--- src/rtl/uart_echo_responder.sv ---
// Far-end UART echo peer: receives 8N1 frames, buffers them in a small FIFO
// and re-transmits each byte on its own serial output.
module uart_echo_responder #(
  parameter int FREQUENCY  = 87,
  parameter int FIFO_DEPTH = 4
) (
  input  logic                          clk,
  input  logic                          rst_n,
  input  logic                          i_Serial_Data,
  input  logic                          i_Tx_Hold,
  output logic                          o_Serial_Data,
  output logic                          o_Rx_DV,
  output logic [7:0]                    o_Rx_Byte,
  output logic                          o_Frame_Err,
  output logic                          o_Overflow,
  output logic [$clog2(FIFO_DEPTH):0]   o_Fifo_Count,
  output logic                          o_Tx_Active,
  output logic                          o_Tx_Done
);

  localparam int CW = $clog2(FREQUENCY) + 1;
  localparam int PW = $clog2(FIFO_DEPTH);
  localparam int NW = PW + 1;
  localparam logic [CW-1:0] BIT_LAST   = CW'(FREQUENCY - 1);
  localparam logic [CW-1:0] HALF_LAST  = CW'(FREQUENCY / 2 - 1);
  localparam logic [NW-1:0] FULL_COUNT = NW'(FIFO_DEPTH);

  typedef enum logic [2:0] {S_IDLE, S_START, S_DATA, S_STOP, S_CLEANUP} state_t;

  logic          rxMeta_q, rxSync_q;
  state_t        rxState_q;
  logic [CW-1:0] rxCnt_q;
  logic [2:0]    rxBitIdx_q;
  logic [7:0]    rxShift_q, rxByte_q;
  logic          rxDv_q, frameErr_q, overflow_q;

  logic [7:0]    mem_q [FIFO_DEPTH];
  logic [PW-1:0] wrPtr_q, wrPtr_d, rdPtr_q, rdPtr_d;
  logic [NW-1:0] count_q, count_d;

  state_t        txState_q;
  logic [CW-1:0] txCnt_q;
  logic [2:0]    txBitIdx_q;
  logic [7:0]    txShift_q;
  logic          txLine_q, txActive_q, txDone_q;

  logic pushReq, popReq, pushOk;

  assign pushReq = (rxState_q == S_STOP) && (rxCnt_q == BIT_LAST) && rxSync_q;
  assign popReq  = (txState_q == S_IDLE) && (count_q != '0) && !i_Tx_Hold;
  // A full FIFO still accepts a byte when the TX side drains one in the same cycle.
  assign pushOk  = pushReq && ((count_q != FULL_COUNT) || popReq);

  always_comb begin
    wrPtr_d = wrPtr_q;
    rdPtr_d = rdPtr_q;
    count_d = count_q;
    if (pushOk) wrPtr_d = wrPtr_q + 1'b1;
    if (popReq) rdPtr_d = rdPtr_q + 1'b1;
    case ({pushOk, popReq})
      2'b10:   count_d = count_q + 1'b1;
      2'b01:   count_d = count_q - 1'b1;
      default: count_d = count_q;
    endcase
  end

  always_ff @(posedge clk or negedge rst_n) begin
    if (!rst_n) begin
      rxMeta_q <= 1'b1;
      rxSync_q <= 1'b1;
    end else begin
      rxMeta_q <= i_Serial_Data;
      rxSync_q <= rxMeta_q;
    end
  end

  always_ff @(posedge clk or negedge rst_n) begin
    if (!rst_n) begin
      wrPtr_q <= '0;
      rdPtr_q <= '0;
      count_q <= '0;
    end else begin
      wrPtr_q <= wrPtr_d;
      rdPtr_q <= rdPtr_d;
      count_q <= count_d;
    end
  end

  always_ff @(posedge clk) begin
    if (pushOk) mem_q[wrPtr_q] <= rxShift_q;
  end

  always_ff @(posedge clk or negedge rst_n) begin
    if (!rst_n) begin
      rxState_q  <= S_IDLE;
      rxCnt_q    <= '0;
      rxBitIdx_q <= '0;
      rxShift_q  <= '0;
      rxByte_q   <= '0;
      rxDv_q     <= 1'b0;
      frameErr_q <= 1'b0;
      overflow_q <= 1'b0;
    end else begin
      rxDv_q     <= 1'b0;
      frameErr_q <= 1'b0;
      overflow_q <= 1'b0;
      case (rxState_q)
        S_IDLE: begin
          rxCnt_q    <= '0;
          rxBitIdx_q <= '0;
          if (!rxSync_q) rxState_q <= S_START;
        end
        S_START: begin
          if (rxCnt_q != HALF_LAST) begin
            rxCnt_q <= rxCnt_q + 1'b1;
          end else begin
            rxCnt_q   <= '0;
            rxState_q <= rxSync_q ? S_IDLE : S_DATA;
          end
        end
        S_DATA: begin
          if (rxCnt_q != BIT_LAST) begin
            rxCnt_q <= rxCnt_q + 1'b1;
          end else begin
            rxCnt_q    <= '0;
            rxShift_q  <= {rxSync_q, rxShift_q[7:1]};
            rxBitIdx_q <= rxBitIdx_q + 1'b1;
            if (rxBitIdx_q == 3'd7) rxState_q <= S_STOP;
          end
        end
        S_STOP: begin
          if (rxCnt_q != BIT_LAST) begin
            rxCnt_q <= rxCnt_q + 1'b1;
          end else begin
            rxCnt_q   <= '0;
            rxState_q <= S_CLEANUP;
            if (!rxSync_q) begin
              frameErr_q <= 1'b1;
            end else if (pushOk) begin
              rxByte_q <= rxShift_q;
              rxDv_q   <= 1'b1;
            end else begin
              overflow_q <= 1'b1;
            end
          end
        end
        S_CLEANUP: begin
          rxCnt_q   <= '0;
          rxState_q <= S_IDLE;
        end
        default: rxState_q <= S_IDLE;
      endcase
    end
  end

  // The serial line is a registered output so a reset forces it high at once.
  always_ff @(posedge clk or negedge rst_n) begin
    if (!rst_n) begin
      txState_q  <= S_IDLE;
      txCnt_q    <= '0;
      txBitIdx_q <= '0;
      txShift_q  <= '0;
      txLine_q   <= 1'b1;
      txActive_q <= 1'b0;
      txDone_q   <= 1'b0;
    end else begin
      case (txState_q)
        S_IDLE: begin
          txCnt_q    <= '0;
          txBitIdx_q <= '0;
          txDone_q   <= 1'b0;
          txLine_q   <= 1'b1;
          txActive_q <= 1'b0;
          if (popReq) begin
            txShift_q  <= mem_q[rdPtr_q];
            txLine_q   <= 1'b0;
            txActive_q <= 1'b1;
            txState_q  <= S_START;
          end
        end
        S_START: begin
          if (txCnt_q != BIT_LAST) begin
            txCnt_q <= txCnt_q + 1'b1;
          end else begin
            txCnt_q   <= '0;
            txLine_q  <= txShift_q[0];
            txShift_q <= {1'b0, txShift_q[7:1]};
            txState_q <= S_DATA;
          end
        end
        S_DATA: begin
          if (txCnt_q != BIT_LAST) begin
            txCnt_q <= txCnt_q + 1'b1;
          end else begin
            txCnt_q <= '0;
            if (txBitIdx_q == 3'd7) begin
              txLine_q  <= 1'b1;
              txState_q <= S_STOP;
            end else begin
              txBitIdx_q <= txBitIdx_q + 1'b1;
              txLine_q   <= txShift_q[0];
              txShift_q  <= {1'b0, txShift_q[7:1]};
            end
          end
        end
        S_STOP: begin
          if (txCnt_q != BIT_LAST) begin
            txCnt_q <= txCnt_q + 1'b1;
          end else begin
            txCnt_q    <= '0;
            txActive_q <= 1'b0;
            txDone_q   <= 1'b1;
            txState_q  <= S_CLEANUP;
          end
        end
        S_CLEANUP: begin
          txCnt_q   <= '0;
          txDone_q  <= 1'b0;
          txState_q <= S_IDLE;
        end
        default: txState_q <= S_IDLE;
      endcase
    end
  end

  assign o_Serial_Data = txLine_q;
  assign o_Rx_DV       = rxDv_q;
  assign o_Rx_Byte     = rxByte_q;
  assign o_Frame_Err   = frameErr_q;
  assign o_Overflow    = overflow_q;
  assign o_Fifo_Count  = count_q;
  assign o_Tx_Active   = txActive_q;
  assign o_Tx_Done     = txDone_q;

endmodule

--- config.mk ---
export PLATFORM = sky130hd
export DESIGN_NAME = uart_echo_responder
export DESIGN_NICKNAME = d
export VERILOG_FILES = /design/src/rtl/uart_echo_responder.sv
export SDC_FILE = /design/constraint.sdc
export NUM_CORES = 1
export LEC_CHECK = 0
export BUFFER_PORTS_ARGS = -buffer_cell sky130_fd_sc_hd__buf_4
export CAP_MARGIN = 25
export CORE_MARGIN = 2
export CORE_UTILIZATION = 39
export DETAILED_ROUTE_END_ITERATION = 10
export PLACE_DENSITY = 0.62
export SYNTH_ARGS = -nofsm -noshare
export SYNTH_HDL_FRONTEND = slang
export SYNTH_SLANG_ARGS = --single-unit
export TNS_END_PERCENT = 10
--- constraint.sdc ---
create_clock -name clk -period 7.5 [get_ports clk]
set_input_delay 1.5 -clock clk [delete_from_list [all_inputs] [get_ports clk]]
set_output_delay 1.5 -clock clk [all_outputs]
set_load 0.02 [all_outputs]
Word-level counts from Yosys, hierarchy flattened

Memories as Yosys holds them, arrays and structs flattened.
Index checks and enable logic that the tools add are counted.

Memories: 1
Input bits: 4
Word-level logic and storage cells: 141
Output and inout port bits: 17
Bits in writable memories: 32
Register bits after elaboration: 67

Multiplexer cells: 51
Bitwise logic cells: 1
Reductions and logical operators: 32
Add/sub/neg operators: 8
Eq/ne operators: 28

Memories:

| name  | words | bits a word | read ports | clocked after memory_dff | wr ports | line | source |
|---|---|---|---|---|---|---|---|
| mem_q | 4     | 8           | 1          | 0                        | 1        | 37   | `logic [7:0] mem_q [FIFO_DEPTH];` |

Operator list:

| cell                  | number |
|---|---|
| $mux W8               | 7 |
| $pmux W8 S3           | 2 |
| $mux W3               | 13 |
| $pmux W3 S4           | 2 |
| $ne A2 B2 Y1 const B  | 11 |
| $mux W1               | 19 |
| $pmux W3 S2           | 3 |
| $add A8 B1 Y8 const B | 2 |
| $ne A8 B7 Y1 const B  | 2 |
| $pmux W8 S2           | 1 |
| $reduce_and A5 Y1     | 3 |
| $eq A3 B2 Y1 const B  | 4 |
| $eq A3 B3 Y1 const B  | 4 |
| $reduce_bool A2 Y1    | 6 |
| $add A3 B1 Y3 const B | 3 |
| $reduce_bool A3 Y1    | 3 |
| $eq A8 B7 Y1 const B  | 1 |
| $ne A8 B6 Y1 const B  | 1 |
| $reduce_and A2 Y1     | 4 |
| $eq A3 B1 Y1 const B  | 2 |
| $logic_not A3 Y1      | 2 |
| $reduce_and A3 Y1     | 2 |
| $reduce_or A2 Y1      | 3 |
| $logic_and A1 B1 Y1   | 5 |
| 13 further kinds      | 15 |

Depth between registers and ports, before layout

Gate-level depths: netlist (run 1).

Word-level depth: 9
Depth in mapped cells: 10
Mapped depth without buffers: 10

Least setup slack after synthesis (run 1)

OpenSTA, ideal clock, no wires.

Path type: input to register
Start point: in i_Tx_Hold
End point: reg count_q[2] (netlist: o_Fifo_Count[2])
Slack: 3.951 ns
Stages on the path: 8
Data arrival time: 3.418 ns
Required time: 7.369 ns
Cell sequence: nor4_1 > o31ai_1 > nor2_1 > fa_1 > o41a_1 > or4b_2 > o211ai_1 > nand4_1

Longest elaborated chain between the ends: 6
Elaborated cells between the ends (all ways): 8

RTL lines:

| what                                              | line | source |
|---|---|---|
| from (decl)                                       | 10   | `input logic i_Tx_Hold,` |
| $logic_not A1 Y1 *                                | 50   | `assign popReq = (txState_q == S_IDLE) && (count_q != '0) && !i_Tx_Hold;` |
| $logic_and A1 B1 Y1 *                             | 50   |  |
| $logic_or A1 B1 Y1                                | 52   | `assign pushOk = pushReq && ((count_q != FULL_COUNT) \|\| popReq);` |
| $logic_and A1 B1 Y1                               | 52   |  |
| $eq A2 B1 Y1 or $eq A2 B2 Y1 (tied branches)      | 60   | `case ({pushOk, popReq})` |
| $pmux W3 S2 or $reduce_bool A2 Y1 (tied branches) | --   |  |
| to (signal assigned)                              | 85   | `count_q <= count_d;` |
| to (decl)                                         | 39   | `logic [NW-1:0] count_q, count_d;` |

Mark *: on every way between the ends. The rest lies on a longest branch, timed or not.
A chain may end at the register's enable or synchronous reset.

Worst setup path in the final report (run 1)

Same ends and word-level chain as after synthesis.

==> impl_table.tex, run 1 <==
\begin{tabular}{lr}
\hline
Metric & Value \\
\hline
\multicolumn{2}{l}{\textbf{Status}} \\
\quad Status & finished with violations \\
\quad Violations in the final reports & DRC \\
\multicolumn{2}{l}{\textbf{Logic synthesis}} \\
\quad Gate Count Post-Synth & 348 \\
\quad XOR/XNOR share of the synthesized area & 2.08\% \\
\quad Adder and majority gate portion of the synthesized area & 3.67\% \\
\quad Most frequent cell after synthesis & sky130\_fd\_sc\_hd\_\_dfrtp\_1 \\
\quad Synthesized area per cell & 13.3 sq um \\
\quad Mux cell area share after synthesis & 14.5\% \\
\quad Seq cells post-synth & 99 \\
\quad List of most frequent post-synthesis cells & sky130\_fd\_sc\_hd\_\_dfrtp\_1, sky130\_fd\_sc\_hd\_\_edfxtp\_1, sky130\_fd\_sc\_hd\_\_mux2\_2 \\
\quad Commonest register cell after synthesis & sky130\_fd\_sc\_hd\_\_dfrtp\_1 \\
\quad Largest area contributor in the netlist & sky130\_fd\_sc\_hd\_\_dfrtp\_1 \\
\quad Dominant cells by area after synthesis & sky130\_fd\_sc\_hd\_\_dfrtp\_1, sky130\_fd\_sc\_hd\_\_edfxtp\_1, sky130\_fd\_sc\_hd\_\_mux2\_2, sky130\_fd\_sc\_hd\_\_mux4\_2, sky130\_fd\_sc\_hd\_\_ha\_1 \\
\quad Yosys warning total & 0 \\
\quad Share of async-settable or async-resettable flops after synthesis & 67.7\% \\
\quad Compound-cell area share of the yosys netlist & 8.26\% \\
\quad Number of enable-type register cells in the synthesized netlist & 32 \\
\quad Unique masters post-synth & 61 \\
\quad Proportion of netlist area held by the largest area contributor & 34.5\% \\
\quad Combined area of all synthesized cells & 4640 sq um \\
\quad Area fraction in and, or, nand and nor cells after synthesis & 11.9\% \\
\quad Post-Syn Nets & 365 \\
\quad Register area share after synthesis & 57.0\% \\
\quad Main combinational cell family by area after synthesis & multiplexers \\
\multicolumn{2}{l}{\textbf{Timing}} \\
\quad Worst clock skew & 0.0105 ns \\
\quad Final number of max-transition violations & 0 \\
\quad Timing-limited maximum frequency & 275 MHz \\
\quad Slew headroom & 42.2\% \\
\quad Transition time at the pin with the least slew margin & 0.868 ns \\
\quad Period utilisation layout & 48.6\% \\
\quad Final worst path period need & 3.64 ns \\
\quad RSZ-0062 raised after global routing & no \\
\quad Post-Route Hold Slack & 0.360 ns \\
\quad Final Setup Violations & 0 \\
\quad Sum Neg Setup Slack & 0 ns \\
\quad Final Hold Vio Count & 0 \\
\multicolumn{2}{l}{\textbf{Setup path}} \\
\quad Count of buffering cells on the critical path with inverters included & 1 \\
\quad Largest stage delay on the critical path & 0.60 ns \\
\quad Cell at the slowest stage of the critical path & sky130\_fd\_sc\_hd\_\_or4b\_2 \\
\quad Data required time at the worst endpoint & 7.72 ns \\
\quad Type of the worst setup path & primary input to register \\
\quad Family of cells with the greatest summed delay on the critical path & simple AND/OR/NAND/NOR gates \\
\quad Critical-path cell list & buf\_4 -> nor4\_1 -> o31ai\_1 -> nor2\_1 -> fa\_1 -> o41a\_1 -> or4b\_2 -> o211ai\_1 -> nand4\_1 \\
\quad Worst r2r path cells & 8 \\
\quad Setup crit start kind & primary input \\
\quad Critical Path AT & 3.86 ns \\
\quad Critical path depth in cells & 9 \\
\quad Endpoint kind of the worst setup timing path & register \\
\quad Worst Path Max Fanout & 5 \\
\multicolumn{2}{l}{\textbf{Min path}} \\
\quad Hold Path Cell Cnt & 0 \\
\quad Worst hold-check path type & register to register \\
\multicolumn{2}{l}{\textbf{Route}} \\
\quad Detail-routed via count per cell & 5.43 \\
\quad Drt pass-1 iters & 7 \\
\quad Wirelength, routed & 8350 um \\
\quad Post-route DRC violation count & 2 \\
\quad Initial drt markers & 252 \\
\quad Wire length per cell & 16.3 um \\
\quad Count of vias placed by the detailed router & 2779 \\
\quad Remaining antenna violation count after routing & 0 \\
\multicolumn{2}{l}{\textbf{Flow run}} \\
\quad Reported max-cap violation count & 0 \\
\multicolumn{2}{l}{\textbf{Power}} \\
\quad Share of power burned in combinational logic & 17.2\% \\
\quad Power per standard cell area & 266 nW/um\^{}2 \\
\quad Reg power frac & 49.7\% \\
\quad Sw Pwr & 0.414 mW \\
\quad Pleak & 2.30 nW \\
\quad Cell internal power dissipation & 0.965 mW \\
\quad Fraction of power spent switching nets & 30.0\% \\
\quad Maximum resistive drop on vdd & 0.000140 V \\
\quad Share of power burned in the clock network & 33.1\% \\
\multicolumn{2}{l}{\textbf{GRT}} \\
\quad Maximum number of pins on one net before global-route repair & 68 \\
\quad Vias in the first global route & 2803 \\
\quad Antenna violations before repair & 0 \\
\quad First-pass GRT wire length & 14200 um \\
\quad Remaining global-route overflow & 0 \\
\quad Overall Global Routing Usage & 14.1\% \\
\multicolumn{2}{l}{\textbf{CTS}} \\
\quad CTS resizes & 0 \\
\quad CTS sink cnt & 99 \\
\quad Clock-pin slew on the worst setup and hold paths & 0.07 ns \\
\quad CTS tree & done \\
\quad Post-CTS Repair Setup Buffers & 0 \\
\quad Clock buffer depth & 2 \\
\quad Number of buffers inserted during clock tree synthesis & 9 \\
\quad Clock insertion delay at the later pin of the skew report & 0.35 ns \\
\quad H-tree depth reported by CTS & 3 \\
\quad Root buffer selected by CTS & sky130\_fd\_sc\_hd\_\_clkbuf\_16 \\
\quad Number of hold-repair buffers added at the cts stage & 0 \\
\multicolumn{2}{l}{\textbf{Layout}} \\
\quad Final standard cell count with taps included and fillers excluded & 512 \\
\quad Nets & 381 \\
\quad Antenna diodes & 0 \\
\quad Share of cells above drive strength 1 & 25.7\% \\
\quad Synthesis-to-finish area growth & 11.7\% \\
\multicolumn{2}{l}{\textbf{Placement}} \\
\quad Routability Congestion & 0.790 \\
\quad Inst Count DP & 496 \\
\quad Buffers added on ports & 20 \\
\quad Total half-perimeter wirelength after legalization and detailed placement & 5390 um \\
\multicolumn{2}{l}{\textbf{Floorplanning}} \\
\quad Count of standard-cell rows & 39 \\
\quad Number of top-level design ports & 21 \\
\quad Initial core utilization & 40.3\% \\
\quad Floorplan die width & 113 um \\
\quad Die Y & 113 um \\
\quad Area of the core region & 11500 sq um \\
\quad Area enclosed by the die boundary & 12800 sq um \\
\hline
\end{tabular}
[registers in the layout (all words and copies together), names as in the netlist, 2 cells and up]
name	flops
rxState_q	3
txCnt_q	8
rxShift_q	8
o_Fifo_Count	3
rxBitIdx_q	3
txState_q	3
mem_q	32
rdPtr_q	2
wrPtr_q	2
o_Rx_Byte	8
rxCnt_q	8
txBitIdx_q	3
txShift_q	8
[final cells by class]
| type | count | area, sq um |
|---|---|---|
| well taps | 143 | 179 |
| multi-input cells | 224 | 1870 |
| fillers | 1028 | 6340 |
| clock buffers | 9 | 225 |
| repair buffers | 20 | 150 |
| clock inverters | 7 | 73.8 |
| inverters | 10 | 37.5 |
| flip-flops and latches | 99 | 2640 |
[cell usage in the layout, fill, tap and decap left out, drive strengths merged, types with 6 or more instances in the layout]
| master | netlist | layout |
|---|---|---|
| and2 | 9 | 9 |
| nand2 | 21 | 21 |
| nand3 | 6 | 6 |
| nor3 | 6 | 6 |
| mux2 | 37 | 37 |
| a22o | 9 | 9 |
| nand4 | 6 | 6 |
| dfrtp | 64 | 64 |
| edfxtp | 32 | 32 |
| buf | 5 | 20 |
| a21oi | 13 | 13 |
| mux4 | 8 | 8 |
| xnor2 | 7 | 7 |
| ha | 12 | 12 |
| o21ai | 11 | 11 |
| nor2 | 12 | 12 |
| clkbuf | 10 | 9 |
| inv | 9 | 13 |
| nand2b | 6 | 6 |
[cells by family after synthesis]
| group | after synthesis |
|---|---|
| AO/OA/AOI/OAI | 55 |
| XOR/XNOR | 11 |
| adder cells (fa/ha/maj) | 13 |
| buffers and inverters | 25 |
| flip-flops | 99 |
| multiplexers | 49 |
| AND/OR/NAND/NOR | 96 |
[metrics by stage]
stage | cell area [sq um] | total power, mW | worst slack, ns | utilization, %
4_1_cts | 5180 | 1.40 | 3.90 | 45.0
6_report | 5180 | 1.38 | 3.86 | 45.0
3_5_place_dp | 4880 | 0.936 | 3.56 | 42.4
3_3_place_gp | 4880 | 0.928 | 3.65 | 42.4
2_1_floorplan | 4640 | 0.859 | 3.95 | -
5_1_grt | 5180 | 1.46 | 3.66 | 45.0
[routing by layer]
metal  vias to the layer above  part of all wire [%]  GRT usage, %
met5                         -                     0             0
met4                         0                   1.5          5.20
met3                         9                   3.8          4.12
met2                        45                    48          21.6
met1                      1402                    47          19.0
li1                       1323                     -             -
[power by group through the flow]
stage	logic, mW	clock network, mW	registers, mW
2_1_floorplan	0.191	0	0.668
3_3_place_gp	0.235	0	0.693
3_5_place_dp	0.240	0	0.696
4_1_cts	0.241	0.473	0.685
5_1_grt	0.262	0.499	0.698
6_report	0.237	0.457	0.685
[worst paths after layout]
check | slack (ns) | from | to
worst max-delay path | 3.86 | i_Tx_Hold | o_Fifo_Count[2]
worst min-delay path | 0.36 | rxMeta_q | rxSync_q
worst max register to register | 4.36 | txState_q[2] | o_Fifo_Count[2]
worst min register to register | 0.36 | rxMeta_q | rxSync_q
max in group asynchronous | 5.68 | rst_n | rxBitIdx_q[2]
min in group asynchronous | 1.27 | rst_n | rxShift_q[0]
Power figures use the tool's default switching activity.
==> run 2: changes to the inputs <==
Settings changed: ABC_AREA set to 1.
Clock period 7.5 ns to 3.6 ns, I/O delays scaled along.
==> impl_table.tex, run 2 <==
\begin{tabular}{lr}
\hline
Metric & Value \\
\hline
\multicolumn{2}{l}{\textbf{Status}} \\
\quad Status & finished, final reports clean \\
\multicolumn{2}{l}{\textbf{Timing}} \\
\quad Period utilisation layout & 71.1\% \\
\quad Sum Neg Setup Slack & 0 ns \\
\quad Final Hold Vio Count & 0 \\
\quad Final worst path period need & 2.56 ns \\
\quad RSZ-0062 raised after global routing & no \\
\quad Timing-limited maximum frequency & 391 MHz \\
\quad Final number of max-transition violations & 0 \\
\quad Slew headroom & 43.1\% \\
\quad Worst clock skew & 0.00431 ns \\
\quad Final Setup Violations & 0 \\
\quad Transition time at the pin with the least slew margin & 0.854 ns \\
\quad Post-Route Hold Slack & 0.357 ns \\
\multicolumn{2}{l}{\textbf{Logic synthesis}} \\
\quad Yosys warning total & 0 \\
\quad Seq cells post-synth & 99 \\
\quad Number of enable-type register cells in the synthesized netlist & 32 \\
\quad List of most frequent post-synthesis cells & sky130\_fd\_sc\_hd\_\_nand2\_1, sky130\_fd\_sc\_hd\_\_dfrtp\_1, sky130\_fd\_sc\_hd\_\_inv\_1 \\
\quad Commonest register cell after synthesis & sky130\_fd\_sc\_hd\_\_dfrtp\_1 \\
\quad Most frequent cell after synthesis & sky130\_fd\_sc\_hd\_\_nand2\_1 \\
\quad Share of async-settable or async-resettable flops after synthesis & 67.7\% \\
\quad Unique masters post-synth & 39 \\
\quad Combined area of all synthesized cells & 4610 sq um \\
\quad Proportion of netlist area held by the largest area contributor & 34.8\% \\
\quad Synthesized area per cell & 9.72 sq um \\
\quad Register area share after synthesis & 57.3\% \\
\quad Dominant cells by area after synthesis & sky130\_fd\_sc\_hd\_\_dfrtp\_1, sky130\_fd\_sc\_hd\_\_edfxtp\_1, sky130\_fd\_sc\_hd\_\_nand2\_1, sky130\_fd\_sc\_hd\_\_inv\_1, sky130\_fd\_sc\_hd\_\_nor2\_1 \\
\quad Largest area contributor in the netlist & sky130\_fd\_sc\_hd\_\_dfrtp\_1 \\
\quad Post-Syn Nets & 491 \\
\quad Gate Count Post-Synth & 474 \\
\multicolumn{2}{l}{\textbf{Setup path}} \\
\quad Endpoint kind of the worst setup timing path & register \\
\quad Worst Path Max Fanout & 22 \\
\quad Count of buffering cells on the critical path with inverters included & 1 \\
\quad Setup crit start kind & register \\
\quad Cell repeated most along the worst path & sky130\_fd\_sc\_hd\_\_nor2\_1 \\
\quad Cell at the slowest stage of the critical path & sky130\_fd\_sc\_hd\_\_nor2\_1 \\
\quad Critical Path AT & 2.54 ns \\
\quad Type of the worst setup path & register to register \\
\quad Family of cells with the greatest summed delay on the critical path & simple AND/OR/NAND/NOR gates \\
\quad Data required time at the worst endpoint & 3.59 ns \\
\quad Largest stage delay on the critical path & 0.61 ns \\
\quad Critical-path cell list & inv\_1 -> ha\_1 -> nand2\_1 -> nor2\_2 -> nand3\_1 -> nor2\_1 -> nand2\_2 -> nor2\_1 \\
\multicolumn{2}{l}{\textbf{GRT}} \\
\quad Antenna violations before repair & 0 \\
\quad Maximum number of pins on one net before global-route repair & 68 \\
\quad Remaining global-route overflow & 0 \\
\quad Vias in the first global route & 3121 \\
\quad Overall Global Routing Usage & 14.8\% \\
\quad First-pass GRT wire length & 15000 um \\
\multicolumn{2}{l}{\textbf{Power}} \\
\quad Maximum resistive drop on vdd & 0.000500 V \\
\quad Power per standard cell area & 636 nW/um\^{}2 \\
\quad Overall Power & 3.28 mW \\
\quad Pleak & 2.37 nW \\
\multicolumn{2}{l}{\textbf{Floorplanning}} \\
\quad Number of top-level design ports & 21 \\
\quad Floorplan die width & 113 um \\
\quad Area of the core region & 11500 sq um \\
\quad Initial core utilization & 40.2\% \\
\quad Area enclosed by the die boundary & 12700 sq um \\
\quad Die Y & 113 um \\
\quad Count of standard-cell rows & 39 \\
\multicolumn{2}{l}{\textbf{Layout}} \\
\quad Number of flip-flops in the largest register & 32 \\
\quad Nets & 513 \\
\quad Share of cells above drive strength 1 & 16.6\% \\
\quad Antenna diodes & 0 \\
\quad Final standard cell count with taps included and fillers excluded & 644 \\
\quad Synthesis-to-finish area growth & 12.0\% \\
\quad Most common cell after layout, fill and taps aside & sky130\_fd\_sc\_hd\_\_nand2\_1 \\
\quad Final cell utilization of the core & 45.0\% \\
\quad Most frequent cells in the layout & sky130\_fd\_sc\_hd\_\_nand2\_1, sky130\_fd\_sc\_hd\_\_dfrtp\_1, sky130\_fd\_sc\_hd\_\_inv\_1 \\
\quad Number of fill cells & 1051 \\
\quad Top register by number of flip-flops & mem\_q \\
\multicolumn{2}{l}{\textbf{Route}} \\
\quad Initial drt markers & 176 \\
\quad Remaining antenna violation count after routing & 0 \\
\quad Wire length per cell & 13.2 um \\
\quad Detail-routed via count per cell & 4.96 \\
\quad Post-route DRC violation count & 0 \\
\quad Drt pass-1 iters & 4 \\
\quad Count of vias placed by the detailed router & 3195 \\
\quad Wirelength, routed & 8500 um \\
\multicolumn{2}{l}{\textbf{Placement}} \\
\quad Routability Congestion & 1.03 \\
\quad Total half-perimeter wirelength after legalization and detailed placement & 5990 um \\
\quad Buffers added on ports & 20 \\
\quad Inst Count DP & 628 \\
\multicolumn{2}{l}{\textbf{CTS}} \\
\quad Clock buffer depth & 2 \\
\quad Number of hold-repair buffers added at the cts stage & 0 \\
\quad Root buffer selected by CTS & sky130\_fd\_sc\_hd\_\_clkbuf\_16 \\
\quad Clock insertion delay at the later pin of the skew report & 0.35 ns \\
\quad Post-CTS Repair Setup Buffers & 0 \\
\quad CTS tree & done \\
\quad H-tree depth reported by CTS & 3 \\
\quad Clock-pin slew on the worst setup and hold paths & 0.07 ns \\
\quad Number of buffers inserted during clock tree synthesis & 9 \\
\quad CTS sink cnt & 99 \\
\quad CTS resizes & 0 \\
\multicolumn{2}{l}{\textbf{Flow run}} \\
\quad Reported max-cap violation count & 0 \\
\multicolumn{2}{l}{\textbf{Min path}} \\
\quad Worst hold-check path type & register to register \\
\hline
\end{tabular}
## run 2: cell types whose count changed in the layout (fill, tap and decap cells not counted), sizes merged, moves of 8 or more
cell / change
nand2: +77
inv: +54
nor2: +41
o21ai: +40
mux2: -37
nand3: +18
o22ai: +10
a22o: -9
a21boi: +8
and2: -8
mux4: -8
## run 2: area by class of cell
class / instances / area (sq um) / area share, %
clock buffer: 9 / 225 / 4.37
clock inverter: 7 / 61.3 / 1.19
inverter: 64 / 240 / 4.66
multi-input combinational: 302 / 1660 / 32.2
sequential: 99 / 2640 / 51.2
tap: 143 / 179 / 3.47
timing repair buffer: 20 / 150 / 2.91
## run 2: power by group
| part | leakage (nW) | total, mW | internal, mW | switching [mW] |
|---|---|---|---|---|
| Sequential | 1.26 | 1.41 | 1.28 | 0.130 |
| Clock | 0.133 | 0.916 | 0.479 | 0.437 |
| Combinational | 0.981 | 0.955 | 0.339 | 0.617 |
## run 2: path summary, 6_finish.rpt
check | from | end | slack (ns) | cells after the start
worst max-delay path | rxCnt_q[0] | mem_q[3][1] | 1.04 | 8
worst min-delay path | rxMeta_q | rxSync_q | 0.36 | 0
worst max register to register | rxCnt_q[0] | mem_q[3][1] | 1.04 | 8
worst min register to register | rxMeta_q | rxSync_q | 0.36 | 0
max in group asynchronous | rst_n | o_Rx_Byte[4] | 2.56 | 1
min in group asynchronous | rst_n | txState_q[2] | 0.47 | 1
## run 2: routing by layer
layer | global-route usage (%) | part of all wire [%] | up-vias
met5 | 0 | 0 | -
met4 | 5.28 | 1.8 | 0
met3 | 4.21 | 3.8 | 16
met2 | 24.3 | 48 | 51
met1 | 18.9 | 47 | 1520
li1 | - | - | 1608
## run 2: worst register-to-register path, stage by stage, from the launching register on
cell and delay (ns):
sky130_fd_sc_hd__dfrtp_1 0.40, sky130_fd_sc_hd__inv_1 0.09, sky130_fd_sc_hd__ha_1 0.18, sky130_fd_sc_hd__nand2_1 0.07, sky130_fd_sc_hd__nor2_2 0.17, sky130_fd_sc_hd__nand3_1 0.15, sky130_fd_sc_hd__nor2_1 0.19, sky130_fd_sc_hd__nand2_2 0.33
sky130_fd_sc_hd__nor2_1 0.62
## run 2: cells by family (layout without fill, tap and decap cells)
family / count (synthesis) / count (layout) / synth area share (%)
xor gates and xnor gates: 5 / 5 / 0.951
AOI/OAI and AO/OA: 80 / 80 / 10.9
adders and majority gates: 13 / 13 / 3.69
and+or+nand+nor: 204 / 204 / 20.5
buffers and inverters: 73 / 100 / 6.60
DFF: 99 / 99 / 57.3
## run 2: per-stage QoR
| step | setup slack, ns | instance area (sq um) |
|---|---|---|
| final | 1.04 | 5160 |
| after global routing | 0.717 | 5160 |
| after CTS | 1.00 | 5160 |
| after detailed placement | 1.02 | 4870 |
| after global placement | 1.13 | 4870 |
| after floorplan | 1.50 | 4610 |
==> run 3: changes to the inputs <==
Clock period 3.6 ns to 2.4 ns, I/O delays scaled along.
==> impl_table.tex, run 3 (synthesis results as in run 2) <==
\begin{tabular}{lr}
\hline
Metric & Value \\
\hline
\multicolumn{2}{l}{\textbf{CTS}} \\
\quad CTS resizes & 0 \\
\quad Post-CTS Repair Setup Buffers & 0 \\
\quad Clock-pin slew on the worst setup and hold paths & 0.07 ns \\
\quad Number of hold-repair buffers added at the cts stage & 0 \\
\quad Clock insertion delay at the later pin of the skew report & 0.35 ns \\
\quad CTS sink cnt & 99 \\
\quad CTS tree & done \\
\quad Number of buffers inserted during clock tree synthesis & 9 \\
\quad H-tree depth reported by CTS & 3 \\
\quad Clock buffer depth & 2 \\
\quad Root buffer selected by CTS & sky130\_fd\_sc\_hd\_\_clkbuf\_16 \\
\multicolumn{2}{l}{\textbf{Timing}} \\
\quad Transition time at the pin with the least slew margin & 0.848 ns \\
\quad Timing-limited maximum frequency & 495 MHz \\
\quad Period utilisation layout & 84.1\% \\
\quad Final Setup Violations & 0 \\
\quad RSZ-0062 raised after global routing & no \\
\quad Post-Route Hold Slack & 0.222 ns \\
\quad Sum Neg Setup Slack & 0 ns \\
\quad Final Worst Setup Slack & 0.381 ns \\
\quad Final worst path period need & 2.02 ns \\
\quad Final Hold Vio Count & 0 \\
\quad Slew headroom & 43.4\% \\
\quad Final number of max-transition violations & 0 \\
\quad Worst clock skew & 0.00637 ns \\
\multicolumn{2}{l}{\textbf{Route}} \\
\quad Post-route DRC violation count & 0 \\
\quad Remaining antenna violation count after routing & 0 \\
\quad Wirelength, routed & 8090 um \\
\quad Count of vias placed by the detailed router & 3152 \\
\quad Initial drt markers & 180 \\
\quad Detail-routed via count per cell & 4.86 \\
\quad Drt pass-1 iters & 4 \\
\quad Wire length per cell & 12.5 um \\
\multicolumn{2}{l}{\textbf{GRT}} \\
\quad Global-route met1 utilization & 18.8\% \\
\quad Antenna violations before repair & 0 \\
\quad Met2 Track Usage GR & 22.2\% \\
\quad Vias in the first global route & 3077 \\
\quad Layer carrying the most global-route usage & met2 \\
\quad Remaining global-route overflow & 0 \\
\quad Overall Global Routing Usage & 14.2\% \\
\quad First-pass GRT wire length & 14400 um \\
\quad Maximum number of pins on one net before global-route repair & 68 \\
\quad Global routing met3 resource utilization & 3.73\% \\
\multicolumn{2}{l}{\textbf{Setup path}} \\
\quad Worst Path Max Fanout & 4 \\
\quad Type of the worst setup path & register to register \\
\quad Data required time at the worst endpoint & 2.69 ns \\
\quad Critical Path AT & 2.31 ns \\
\quad Endpoint kind of the worst setup timing path & register \\
\quad Setup crit start kind & register \\
\multicolumn{2}{l}{\textbf{Floorplanning}} \\
\quad Initial core utilization & 40.2\% \\
\quad Floorplan die width & 113 um \\
\quad Area enclosed by the die boundary & 12700 sq um \\
\quad Number of top-level design ports & 21 \\
\quad Count of standard-cell rows & 39 \\
\quad Die Y & 113 um \\
\quad Area of the core region & 11500 sq um \\
\multicolumn{2}{l}{\textbf{Layout}} \\
\quad Antenna diodes & 0 \\
\quad Most common cell after layout, fill and taps aside & sky130\_fd\_sc\_hd\_\_nand2\_1 \\
\quad Top register by number of flip-flops & mem\_q \\
\quad Nets & 518 \\
\quad Most frequent cells in the layout & sky130\_fd\_sc\_hd\_\_nand2\_1, sky130\_fd\_sc\_hd\_\_dfrtp\_1, sky130\_fd\_sc\_hd\_\_inv\_1 \\
\quad Number of flip-flops in the largest register & 32 \\
\quad Final cell utilization of the core & 45.6\% \\
\quad Share of cells above drive strength 1 & 17.6\% \\
\quad Synthesis-to-finish area growth & 13.5\% \\
\multicolumn{2}{l}{\textbf{Placement}} \\
\quad Buffers added on ports & 20 \\
\quad Placement Setup Slack & 0.409 ns \\
\quad Total half-perimeter wirelength after legalization and detailed placement & 5750 um \\
\quad Routability Congestion & 0.835 \\
\multicolumn{2}{l}{\textbf{Status}} \\
\quad Status & finished, final reports clean \\
\multicolumn{2}{l}{\textbf{Power}} \\
\quad Maximum resistive drop on vdd & 0.000443 V \\
\quad Power per standard cell area & 962 nW/um\^{}2 \\
\quad Pleak & 2.42 nW \\
\multicolumn{2}{l}{\textbf{Min path}} \\
\quad Worst hold-check path type & primary input to async pin \\
\multicolumn{2}{l}{\textbf{Flow run}} \\
\quad Reported max-cap violation count & 0 \\
\hline
\end{tabular}
-- run 3: cell count changes in the layout (fill, tap and decap cells not counted), sizes merged --
| cell | change |
|---|---|
| buf | +5 |
| bufinv | +1 |
| clkinv | +1 |
| clkinvlp | -2 |
-- run 3: per-layer routing --
layer	wire length, um	share of wire, %
met2	3720	46
met3	252	3.1
met4	148	1.8
met1	3970	49
met5	0	0
-- run 3: area by class of cell --
class	instances	area, sq um
Sequential cell	99	2640
Clock inverter	7	95.1
Clock buffer	9	225
Fill cell	1061	6240
Tap cell	143	179
Timing Repair Buffer	25	188
Inverter	64	240
Multi-Input combinational cell	302	1660
-- run 3: stage by stage --
step / cell area (sq um) / power, mW / std cells
6_report: 5230 / 5.03 / 649
5_1_grt: 5230 / 5.40 / 649
4_1_cts: 5230 / 5.11 / 649
3_3_place_gp: 4910 / 3.51 / 633
3_5_place_dp: 4910 / 3.56 / 633
2_1_floorplan: 4610 / 3.26 / 474
-- run 3: report_power, final --
group	internal, mW	total [mW]	leakage [nW]	switching [mW]
clock network	0.839	1.51	0.157	0.676
registers	1.92	2.12	1.26	0.205
logic	0.507	1.39	1.01	0.887
total	3.26	5.03	2.42	1.77
-- run 3: path summary, 6_finish.rpt --
kind,startpoint,endpoint,slack [ns],cells after the start
max reg2reg,rxCnt_q[0],o_Fifo_Count[2],0.38,13
max,rxCnt_q[0],o_Fifo_Count[2],0.38,13
min in group clk,i_Serial_Data,rxMeta_q,0.23,1
max in group asynchronous,rst_n,rxShift_q[1],1.61,1
min,rst_n,txShift_q[4],0.22,1
min reg2reg,rxMeta_q,rxSync_q,0.36,0
-- run 3: worst max-delay path: stages, from the launching register on --
cell and delay, ns:
sky130_fd_sc_hd__dfrtp_1 0.40, sky130_fd_sc_hd__inv_1 0.10, sky130_fd_sc_hd__ha_1 0.17, sky130_fd_sc_hd__nand2_1 0.07, sky130_fd_sc_hd__nor2_2 0.16, sky130_fd_sc_hd__nand4_1 0.13
sky130_fd_sc_hd__nand2_1 0.14, sky130_fd_sc_hd__inv_2 0.06, sky130_fd_sc_hd__fa_1 0.40, sky130_fd_sc_hd__inv_1 0.09, sky130_fd_sc_hd__nand2_1 0.06, sky130_fd_sc_hd__nand3_1 0.07
sky130_fd_sc_hd__nand2_1 0.05, sky130_fd_sc_hd__inv_1 0.04
